===== src/rtl/serial_frame_tx.sv =====
// Serial frame transmitter: start bit, DATA_W data bits (LSB- or MSB-first), optional
// even parity (SERIAL_FRAME_PARITY_EN), stop bit; each line bit held CLKS_PER_BIT cycles.
module serial_frame_tx #(
    parameter int unsigned DATA_W       = 8,
    parameter int unsigned CLKS_PER_BIT = 4
) (
    input  logic              clk_in,
    input  logic              rst_n,
    input  logic              trigger,
    input  logic [DATA_W-1:0] data_in,
    input  logic              msb_first,
    output logic              data_out,
    output logic              busy,
    output logic              done
);

    localparam int unsigned CntW = (CLKS_PER_BIT > 1) ? $clog2(CLKS_PER_BIT) : 1;
    localparam int unsigned IdxW = $clog2(DATA_W);
    localparam logic [CntW-1:0] CntLast = CntW'(CLKS_PER_BIT - 1);
    localparam logic [IdxW-1:0] IdxLast = IdxW'(DATA_W - 1);

    typedef enum logic [2:0] {
        StIdle,
        StStart,
        StData,
`ifdef SERIAL_FRAME_PARITY_EN
        StParity,
`endif
        StStop
    } state_e;

    state_e            state_q, state_d;
    logic [CntW-1:0]   cnt_q, cnt_d;
    logic [IdxW-1:0]   bit_idx_q, bit_idx_d;
    logic [DATA_W-1:0] shreg_q, shreg_d;
    logic              msb_q, msb_d;
    logic              data_out_q, data_out_d;
    logic              busy_q, busy_d;
    logic              done_q, done_d;
`ifdef SERIAL_FRAME_PARITY_EN
    logic              parity_q, parity_d;
`endif

    logic              last_cycle;
    logic [DATA_W-1:0] shifted;

    assign last_cycle = (cnt_q == CntLast);
    // The transmitted bit always sits at the end the register shifts out of.
    assign shifted    = msb_q ? (shreg_q << 1) : (shreg_q >> 1);

    always_comb begin
        state_d    = state_q;
        cnt_d      = cnt_q;
        bit_idx_d  = bit_idx_q;
        shreg_d    = shreg_q;
        msb_d      = msb_q;
        data_out_d = data_out_q;
        busy_d     = busy_q;
        done_d     = 1'b0;
`ifdef SERIAL_FRAME_PARITY_EN
        parity_d   = parity_q;
`endif

        unique case (state_q)
            StIdle: begin
                data_out_d = 1'b1;
                busy_d     = 1'b0;
                if (trigger && !busy_q) begin
                    state_d    = StStart;
                    cnt_d      = '0;
                    bit_idx_d  = '0;
                    shreg_d    = data_in;
                    msb_d      = msb_first;
                    data_out_d = 1'b0;
                    busy_d     = 1'b1;
`ifdef SERIAL_FRAME_PARITY_EN
                    parity_d   = ^data_in;
`endif
                end
            end
            StStart: begin
                if (last_cycle) begin
                    cnt_d      = '0;
                    state_d    = StData;
                    data_out_d = msb_q ? shreg_q[DATA_W-1] : shreg_q[0];
                end else begin
                    cnt_d = cnt_q + CntW'(1);
                end
            end
            StData: begin
                if (last_cycle) begin
                    cnt_d = '0;
                    if (bit_idx_q == IdxLast) begin
                        bit_idx_d  = '0;
`ifdef SERIAL_FRAME_PARITY_EN
                        state_d    = StParity;
                        data_out_d = parity_q;
`else
                        state_d    = StStop;
                        data_out_d = 1'b1;
`endif
                    end else begin
                        bit_idx_d  = bit_idx_q + IdxW'(1);
                        shreg_d    = shifted;
                        data_out_d = msb_q ? shifted[DATA_W-1] : shifted[0];
                    end
                end else begin
                    cnt_d = cnt_q + CntW'(1);
                end
            end
`ifdef SERIAL_FRAME_PARITY_EN
            StParity: begin
                if (last_cycle) begin
                    cnt_d      = '0;
                    state_d    = StStop;
                    data_out_d = 1'b1;
                end else begin
                    cnt_d = cnt_q + CntW'(1);
                end
            end
`endif
            StStop: begin
                if (last_cycle) begin
                    cnt_d      = '0;
                    state_d    = StIdle;
                    data_out_d = 1'b1;
                    busy_d     = 1'b0;
                    done_d     = 1'b1;
                end else begin
                    cnt_d = cnt_q + CntW'(1);
                end
            end
            default: begin
                state_d    = StIdle;
                data_out_d = 1'b1;
                busy_d     = 1'b0;
            end
        endcase
    end

    always_ff @(posedge clk_in) begin
        if (!rst_n) begin
            state_q    <= StIdle;
            cnt_q      <= '0;
            bit_idx_q  <= '0;
            shreg_q    <= '0;
            msb_q      <= 1'b0;
            data_out_q <= 1'b1;
            busy_q     <= 1'b0;
            done_q     <= 1'b0;
`ifdef SERIAL_FRAME_PARITY_EN
            parity_q   <= 1'b0;
`endif
        end else begin
            state_q    <= state_d;
            cnt_q      <= cnt_d;
            bit_idx_q  <= bit_idx_d;
            shreg_q    <= shreg_d;
            msb_q      <= msb_d;
            data_out_q <= data_out_d;
            busy_q     <= busy_d;
            done_q     <= done_d;
`ifdef SERIAL_FRAME_PARITY_EN
            parity_q   <= parity_d;
`endif
        end
    end

    assign data_out = data_out_q;
    assign busy     = busy_q;
    assign done     = done_q;

endmodule

===== config.mk =====
export PLATFORM = sky130hd
export DESIGN_NAME = serial_frame_tx
export DESIGN_NICKNAME = d
export VERILOG_FILES = /design/src/rtl/serial_frame_tx.sv
export SDC_FILE = /design/constraint.sdc
export NUM_CORES = 1
export LEC_CHECK = 0
export CAP_MARGIN = 20
export CORE_MARGIN = 3
export CORE_UTILIZATION = 40
export DETAILED_ROUTE_END_ITERATION = 7
export GPL_TIMING_DRIVEN = 0
export PLACE_DENSITY = 0.71
export SETUP_SLACK_MARGIN = 0.2
export SLEW_MARGIN = 20
export SYNTH_ARGS = -nofsm -noshare
export SYNTH_HDL_FRONTEND = slang
export SYNTH_SLANG_ARGS = --single-unit

===== constraint.sdc =====
create_clock -name clk_in -period 4.9 [get_ports clk_in]
set_input_delay 0.49 -clock clk_in [delete_from_list [all_inputs] [get_ports clk_in]]
set_output_delay 0.49 -clock clk_in [all_outputs]
set_load 0.05 [all_outputs]

Word level (Yosys, flattened, before mapping)
Cells that the tools add are included.
W data, S select, Z words.
- output and inout bits: 3
- logic and storage cells: 67
- bits of input ports: 12
- flip-flop bits (word level): 20
- add/subtract/negate cells: 2
- reduce and logical (&&, ||, !) cells: 15
- bitwise operators: 1
- equality and inequality tests: 11
- muxes and demuxes: 30
- operators with widths (cell ; number):
    $mux W8 ; 4
    $mux W3 ; 8
    $pmux W8 S2 ; 1
    $ne A2 B2 Y1 const B ; 6
    $pmux W3 S4 ; 1
    $mux W1 ; 10
    $reduce_and A2 Y1 ; 4
    $eq A3 B2 Y1 const B ; 2
    $pmux W3 S2 ; 1
    $reduce_and A3 Y1 ; 2
    $reduce_and A5 Y1 ; 1
    $mux W2 ; 2
    $pmux W1 S4 ; 1
    $pmux W2 S2 ; 1
    $reduce_and A4 Y1 ; 1
    $reduce_bool A2 Y1 ; 2
    $add A3 B1 Y3 const B ; 1
    $eq A3 B1 Y1 const B ; 1
    $eq A3 B3 Y1 const B ; 1
    $logic_not A3 Y1 ; 1
    $pmux W1 S3 ; 1
    $reduce_or A3 Y1 ; 1
    $add A2 B1 Y2 const B ; 1
    $eq A2 B2 Y1 const B ; 1
    4 further kinds ; 4

Depth between registers and ports, before layout
Gate-level depths: netlist (run 1).
- depth in word-level cells: 5
- mapped depth: 7
- mapped depth without buffers: 6

Worst setup path before layout (run 1)
OpenSTA, ideal clock, no wires.
- path kind: register to register
- start point: reg state_q[0]
- end point: reg state_q[0]
- buffers on the path: 0
- stages on the path, launching flop included: 7
- data required time: 4829 ps
- library setup time: 71 ps
- data arrival time: 1512 ps
- period minus slack after synthesis: 1583 ps
- slack: 3317 ps
- cell sequence: dfxtp_1 -> inv_1 -> ha_1 -> nor3_2 -> o221ai_2 -> or3_1 -> a21oi_1
- cells in the longest elaborated chain, start to end: 3
- elaborated cells between the ends (all ways): 11
- those cells by class: eq/ne (8); mux (1); reduce/logical (2)
- ends and longest elaborated chain (element ; RTL line ; RTL):
    start: declaration ; 32 ; state_e state_q, state_d;
    start signal: assignment ; 143 ; state_q <= StIdle;
    start signal: assignment ; 155 ; state_q <= state_d;
    $eq A3 B2 Y1 (tied with other cells) ; 64 ; unique case (state_q)
    $ne A2 B2 Y1 (no line) ; -- ;
    $reduce_and A5 Y1 (no line) ; -- ;
Parallel ways exist; a longest one is shown, timed or not.
A chain may end at the register's enable or synchronous reset.

Worst setup path in the final report (run 1)
- start point: reg busy_q, in the netlist busy
- end point: out busy
- RTL lines (element ; RTL line ; RTL):
    start: declaration ; 38 ; logic busy_q, busy_d;
    start signal: assignment ; 161 ; busy_q <= busy_d;
    end: declaration ; 13 ; output logic busy,
No word-level cell between the ends.

==> metrics.cfg, run 1 <==
[clock_network]
cts_hold_repair.buffers = 0
clockBufferDepth = 2
ctsResizeCount = 0
clkLatencyLatePin_ns = 0.31
tritoncts.num_buffers = 3
cts_max_level = 1
cts_setup_buffers = 0
cts_tree = built
clock_sinks = 19
clock_input_transition_at_the_sequential_cells_of_the_worst_setup_and_hold_paths_ns = 0.12
clk_root_buffer_cell = sky130_fd_sc_hd__clkbuf_4

[worst_setup_path]
timing.critical_path.slowest_stage_cell = sky130_fd_sc_hd__clkdlybuf4s50_1
crit_path_max_fanout = 4
timing.critical_path.max_delay_family = buffers and inverters
timing.critical_path.cells = clkdlybuf4s50_1
critPathBufInv = 1
slowest_delay_ns = 0.82
end_kind = output pin
critPathRequiredTime_ns = 4.41
timing.critical_path.arrival_ns = 1.51
critical_path.startpoint_type = register
critical_path_class = register to output pin

[timing]
max_freq_mhz = 501
tightest_slew_ns = 0.497
setup-violations-final = 0
headroom_to_the_max_slew_limit = 0.668
clock_skew_ns = 0.0130
finalWorstPathRequiredPeriod_ns = 2.00
finalMaxSlewViolations = 0
final.setup.tns_ns = 0
hold_slack_ns = 0.489
grt_setup_unrepaired = no
timing.final.hold_violations = 0
min_period_over_period = 0.408

[placed_design]
port-buffer-count = 14
hpwlAfterDp_microns = 1930
placedCellCount = 169
gp_congestion = 0.871

[die]
die_height_microns = 59.3
fp.dieArea_sq_um = 3510
design.portCount = 15
die_width_microns = 59.3
initial_core_util = 0.438
rows = 18
fp.coreArea_sq_um = 2590

[flow_run]
cap_viol_max_count = 0

[detailed_routing]
drc = 0
first_pass_iters = 4
detailroute.via_count = 999
via_per_inst = 5.77
route.final.wire_length_microns = 2620
iteration_0_drc_count_of_the_detailed_router = 21
avgRoutedWirePerCell_microns = 15.1
detail-route-antenna-nets = 0

[layout]
layout_commonest_cell = sky130_fd_sc_hd__dfxtp_1
antennaDiodeCount = 0
drive_above_1_share = 0.112
final_cell_mix = sky130_fd_sc_hd__dfxtp_1, sky130_fd_sc_hd__clkdlybuf4s50_1, sky130_fd_sc_hd__mux2i_1, sky130_fd_sc_hd__a21oi_1, sky130_fd_sc_hd__nor2_1
area_delta_synth_final_pct = 18.0
layout.filler_cells = 234
layout.cells.non_filler = 173
fin_nets = 165

[pwr]
peakVddDrop_mv = 0.372
leakage_uw = 0.000542
total_power_uw = 761
power_density_nw_per_um2 = 568

[logic_synthesis]
syn-instance-count = 125
synth_enable_flop_cells = 0
postSynth.topFlopCell = sky130_fd_sc_hd__dfxtp_1
yosys_warnings = 0
synth-seq-cells = 19
synth_fp_nets = 146
synth.yosys.seq_area_share = 0.335
number_of_distinct_standard_cells_referenced_by_the_synthesized_netlist = 36
async_sr_flop_fraction = 0
mapped_cell_area_sq_um = 1130
synthesis.area_per_instance_sq_um = 9.08

[global_route]
global_route.usage.met3 = 0.0458
use_met2 = 0.289
overall_track_demand_over_capacity_in_global_routing = 0.170
maximum_number_of_pins_on_one_net_before_global_route_repair = 11
grt_busiest_layer = met2
initial_antenna_violation_count = 0
global_route.overflow_total = 0
globalRouteMet1Util = 0.205
grt_pass1_vias = 1028
grt_first_pass_wirelength_microns = 4510

[hold_path]
min-delay-path-class = register to register

[outcome]
outcome = finished clean

[cell families (layout without fill, tap and decap cells)]
family,Yosys count,after routing,synth area share
adder cells (fa/ha/maj),9,9,0.0992
AO/OA/AOI/OAI,36,36,0.241
AND/OR/NAND/NOR,36,36,0.161
multiplexers,13,13,0.117
buffers and inverters,12,30,0.0463
flip-flops,19,19,0.335
[final timing paths]
| kind | depth (start not counted) | start | to | slack, ns |
|---|---|---|---|---|
| setup / recovery | 1 | busy | busy | 2.90 |
| hold / removal | 2 | data_out | data_out | 0.49 |
| setup reg to reg | 7 | state_q[0] | shreg_q[7] | 3.04 |
| hold reg to reg | 2 | data_out | data_out | 0.49 |
[registers in the layout, indices dropped and copies added (netlist names)]
register,cells
data_out,1
shreg_q,8
state_q,2
msb_q,1
bit_idx_q,3
cnt_q,2
done,1
busy,1
[synthesized netlist by cell type, types with 2 or more instances]
| cell | n | area [sq um] |
|---|---|---|
| sky130_fd_sc_hd__inv_1 | 6 | 22.5 |
| sky130_fd_sc_hd__nand2b_1 | 3 | 18.8 |
| sky130_fd_sc_hd__a21oi_1 | 11 | 55.1 |
| sky130_fd_sc_hd__dfxtp_1 | 19 | 380 |
| sky130_fd_sc_hd__and2_1 | 2 | 12.5 |
| sky130_fd_sc_hd__ha_1 | 9 | 113 |
| sky130_fd_sc_hd__a21o_1 | 2 | 15.0 |
| sky130_fd_sc_hd__nor2_1 | 10 | 37.5 |
| sky130_fd_sc_hd__mux2i_1 | 11 | 110 |
| sky130_fd_sc_hd__nand2_1 | 9 | 33.8 |
| sky130_fd_sc_hd__o21ai_0 | 6 | 30.0 |
| sky130_fd_sc_hd__a31oi_1 | 2 | 12.5 |
| sky130_fd_sc_hd__nor2b_1 | 2 | 12.5 |
| sky130_fd_sc_hd__nand3b_1 | 2 | 15.0 |
| sky130_fd_sc_hd__o2111ai_1 | 6 | 52.6 |
| sky130_fd_sc_hd__nand3_1 | 2 | 10.0 |
| sky130_fd_sc_hd__buf_2 | 3 | 15.0 |
| sky130_fd_sc_hd__a311oi_1 | 2 | 17.5 |
[tightest hold or removal path, cell delays in order (launching register included)]
cell and delay [ns]:
sky130_fd_sc_hd__dfxtp_1 0.33, sky130_fd_sc_hd__inv_1 0.05, sky130_fd_sc_hd__a31oi_1 0.07
[routing by layer]
| layer | vias to the layer above | wire [microns] |
|---|---|---|
| met5 | - | 0 |
| met4 | 0 | 36 |
| met3 | 4 | 180 |
| met2 | 35 | 1230 |
| met1 | 473 | 1180 |
| li1 | 487 | - |
[area by class of cell]
class	instances	area, sq um	area share
multi-input cells	94	702	0.524
inverters	7	26.3	0.0196
repair buffers	14	140	0.105
flip-flops and latches	19	380	0.284
well taps	30	37.5	0.0280
clock buffers	4	26.3	0.0196
plain buffers	5	26.3	0.0196
[power by group]
group	leakage, uW	switching [uW]	internal (uW)
clock	0.0000150	52.3	31.8
combinational	0.000372	250	181
sequential	0.000156	42.3	204
total	0.000542	345	416
[through the flow]
stage	util	setup WS (ns)	area, sq um
after floorplan	-	3.32	1130
after global placement	0.507	2.99	1310
after detailed placement	0.507	2.95	1310
after CTS	0.517	2.89	1340
after global routing	0.517	2.85	1340
final	0.517	2.90	1340
(Power assumes the default switching activity.)
==> run 2, diff against run 1 <==
==> constraint.sdc (replaced) <==
create_clock -name clk_in -period 2 [get_ports clk_in]
set_input_delay 0.2 -clock clk_in [delete_from_list [all_inputs] [get_ports clk_in]]
set_output_delay 0.2 -clock clk_in [all_outputs]
set_load 0.05 [all_outputs]
==> run 2 against run 1 <==
Highest routed layer unchanged. Cell area up 2.2%. Critical path type is now register to register. Die area unchanged. Combinational power rose to 2.6 times the previous value. Sequential power up 150%.
==> metrics.cfg, run 2 (synthesis results as in run 1) <==
[die]
die_width_microns = 59.3  ; unchanged
fp.dieArea_sq_um = 3510  ; unchanged
die_height_microns = 59.3  ; unchanged
initial_core_util = 0.438  ; unchanged
rows = 18  ; unchanged
design.portCount = 15  ; unchanged
fp.coreArea_sq_um = 2590  ; unchanged

[timing]
tightest_slew_ns = 0.497  ; -0.00000530 ns
headroom_to_the_max_slew_limit = 0.668  ; about the same
finalWorstPathRequiredPeriod_ns = 1.72
final.setup.tns_ns = 0  ; unchanged
final_critical_path_setup_slack_ns = 0.283  ; -2.62 ns
setup-violations-final = 0  ; unchanged
hold_slack_ns = 0.486  ; -0.00275 ns
grt_setup_unrepaired = yes
timing.final.hold_violations = 0  ; unchanged
finalMaxSlewViolations = 0  ; unchanged
min_period_over_period = 0.858
clock_skew_ns = 0.00810  ; -0.00492 ns
max_freq_mhz = 582

[global_route]
overall_track_demand_over_capacity_in_global_routing = 0.170  ; unchanged
initial_antenna_violation_count = 0  ; unchanged
global_route.overflow_total = 0  ; unchanged
global_route.usage.met3 = 0.0458  ; unchanged
grt_pass1_vias = 1030  ; +0.19%
maximum_number_of_pins_on_one_net_before_global_route_repair = 11  ; unchanged
use_met2 = 0.289  ; unchanged
globalRouteMet1Util = 0.205  ; unchanged
grt_busiest_layer = met2
grt_first_pass_wirelength_microns = 4510  ; unchanged

[layout]
largest-register = shreg_q
fin_nets = 166  ; +0.61%
drive_above_1_share = 0.139  ; +0.0270
layout_commonest_cell = sky130_fd_sc_hd__dfxtp_1
final_cell_mix = sky130_fd_sc_hd__dfxtp_1, sky130_fd_sc_hd__clkdlybuf4s50_1, sky130_fd_sc_hd__mux2i_1, sky130_fd_sc_hd__a21oi_1, sky130_fd_sc_hd__nor2_1
largestRegisters = shreg_q (8), bit_idx_q (3)
antennaDiodeCount = 0  ; unchanged
largest_register_ffs = 8  ; unchanged
layout.filler_cells = 228  ; -2.6%
area_delta_synth_final_pct = 20.6

[pwr]
pwr-share-comb = 0.584  ; +0.018
power_density_nw_per_um2 = 1410  ; +150%
peakVddDrop_mv = 0.886  ; +140%
p_clk_frac = 0.105  ; -0.005
internal_power_uw = 1070  ; +160%
total_power_uw = 1930  ; +150%
netSwitchingPower_uw = 865  ; +150%
p_seq_frac = 0.311  ; -0.012
p_sw_frac = 0.447  ; -0.00574
leakage_uw = 0.000550  ; +1.4%

[placed_design]
setup_ws_pre_cts_ns = 0.197  ; -2.75 ns
hpwlAfterDp_microns = 1930  ; unchanged
port-buffer-count = 14  ; unchanged
gp_congestion = 0.871  ; unchanged

[clock_network]
cts_tree = built
clock_input_transition_at_the_sequential_cells_of_the_worst_setup_and_hold_paths_ns = 0.12  ; about the same
cts_max_level = 1  ; unchanged
clock_sinks = 19  ; unchanged
clockBufferDepth = 2  ; unchanged
tritoncts.num_buffers = 3  ; unchanged
clkLatencyLatePin_ns = 0.30  ; about the same
clk_root_buffer_cell = sky130_fd_sc_hd__clkbuf_4

[worst_setup_path]
critical_path.startpoint = state_q[0]
critical_path.startpoint_type = register
critPathRequiredTime_ns = 2.24  ; -2.17 ns
crit_path_max_fanout = 10  ; +6
regToRegEndpoint = state_q[0]
end_kind = register
timing.critical_path.arrival_ns = 1.96  ; +0.45 ns
worst_reg_to_reg_setup_slack_ns = 0.28  ; -2.76 ns
timing.rr.start = state_q[0]
critical_path_class = register to register
worst_r2r_path_depth = 7  ; unchanged

[detailed_routing]
detail-route-antenna-nets = 0  ; unchanged
first_pass_iters = 4  ; unchanged
via_per_inst = 5.68  ; -1.7%
detailroute.via_count = 988  ; -1.1%
route.final.wire_length_microns = 2670  ; +1.9%
drc = 0  ; unchanged
iteration_0_drc_count_of_the_detailed_router = 29  ; +38%
avgRoutedWirePerCell_microns = 15.3  ; +1.3%

[hold_path]
hold_end = data_out
holdPathStages = 2  ; unchanged
min_from = data_out
min-delay-path-class = register to register

[flow_run]
cap_viol_max_count = 0  ; unchanged

[outcome]
outcome = finished clean

-- run 2: cell count changes in the layout (fill, tap and decap cells not counted), sizes merged --
cell	delta
buf	+1
-- run 2: layout make-up --
type,instances,area (sq um),area share
multi-input cells,94,724,0.529
flip-flops and latches,19,380,0.278
repair buffers,15,148,0.108
well taps,30,37.5,0.0274
clock buffers,4,26.3,0.0192
plain buffers,5,26.3,0.0192
inverters,7,26.3,0.0192
-- run 2: what timing repair did --
item,in CTS,in global routing
buffers inserted,1,0
hold buffers,0,0
gates resized for setup,1,4
pin swaps,1,0
setup endpoints to repair,3,13
-- run 2: worst max-delay path by stage --
stage / to / cells past startpoint / slack [ns]
2_1_floorplan: state_q[0] / 6 / 0.42
3_3_place_gp: state_q[0] / 6 / 0.26
3_5_place_dp: shreg_q[7] / 7 / 0.20
4_1_cts: state_q[0] / 6 / 0.19
5_1_grt: state_q[0] / 6 / 0.18
6_report: state_q[0] / 7 / 0.28
-- run 2: worst max-delay path, cell delays in order, from the launching register on --
cell,delay [ns]
sky130_fd_sc_hd__dfxtp_1,0.44
sky130_fd_sc_hd__inv_1,0.10
sky130_fd_sc_hd__ha_1,0.21
sky130_fd_sc_hd__buf_4,0.19
sky130_fd_sc_hd__inv_1,0.11
sky130_fd_sc_hd__o221ai_2,0.14
sky130_fd_sc_hd__or3_1,0.33
sky130_fd_sc_hd__a21oi_1,0.14
-- run 2: layer usage --
layer	wire length, microns	up-vias
li1	-	494
met1	1200	461
met2	1270	27
met3	148	6
met4	46	0
met5	0	-
-- run 2: per-stage QoR --
step	cell area (sq um)	util	cells
floorplan	1130	-	125
global placement	1310	0.507	169
detailed placement	1310	0.507	169
CTS	1350	0.522	174
global route	1370	0.529	174
finish	1370	0.529	174
-- run 2: power groups by stage --
stage                     Combinational [uW]  Clock (uW)  Sequential (uW)
after floorplan                          779           0              631
after global placement                  1010           0              601
after detailed placement                1050           0              607
after CTS                               1090         210              598
after global routing                    1230         230              618
final                                   1130         203              603
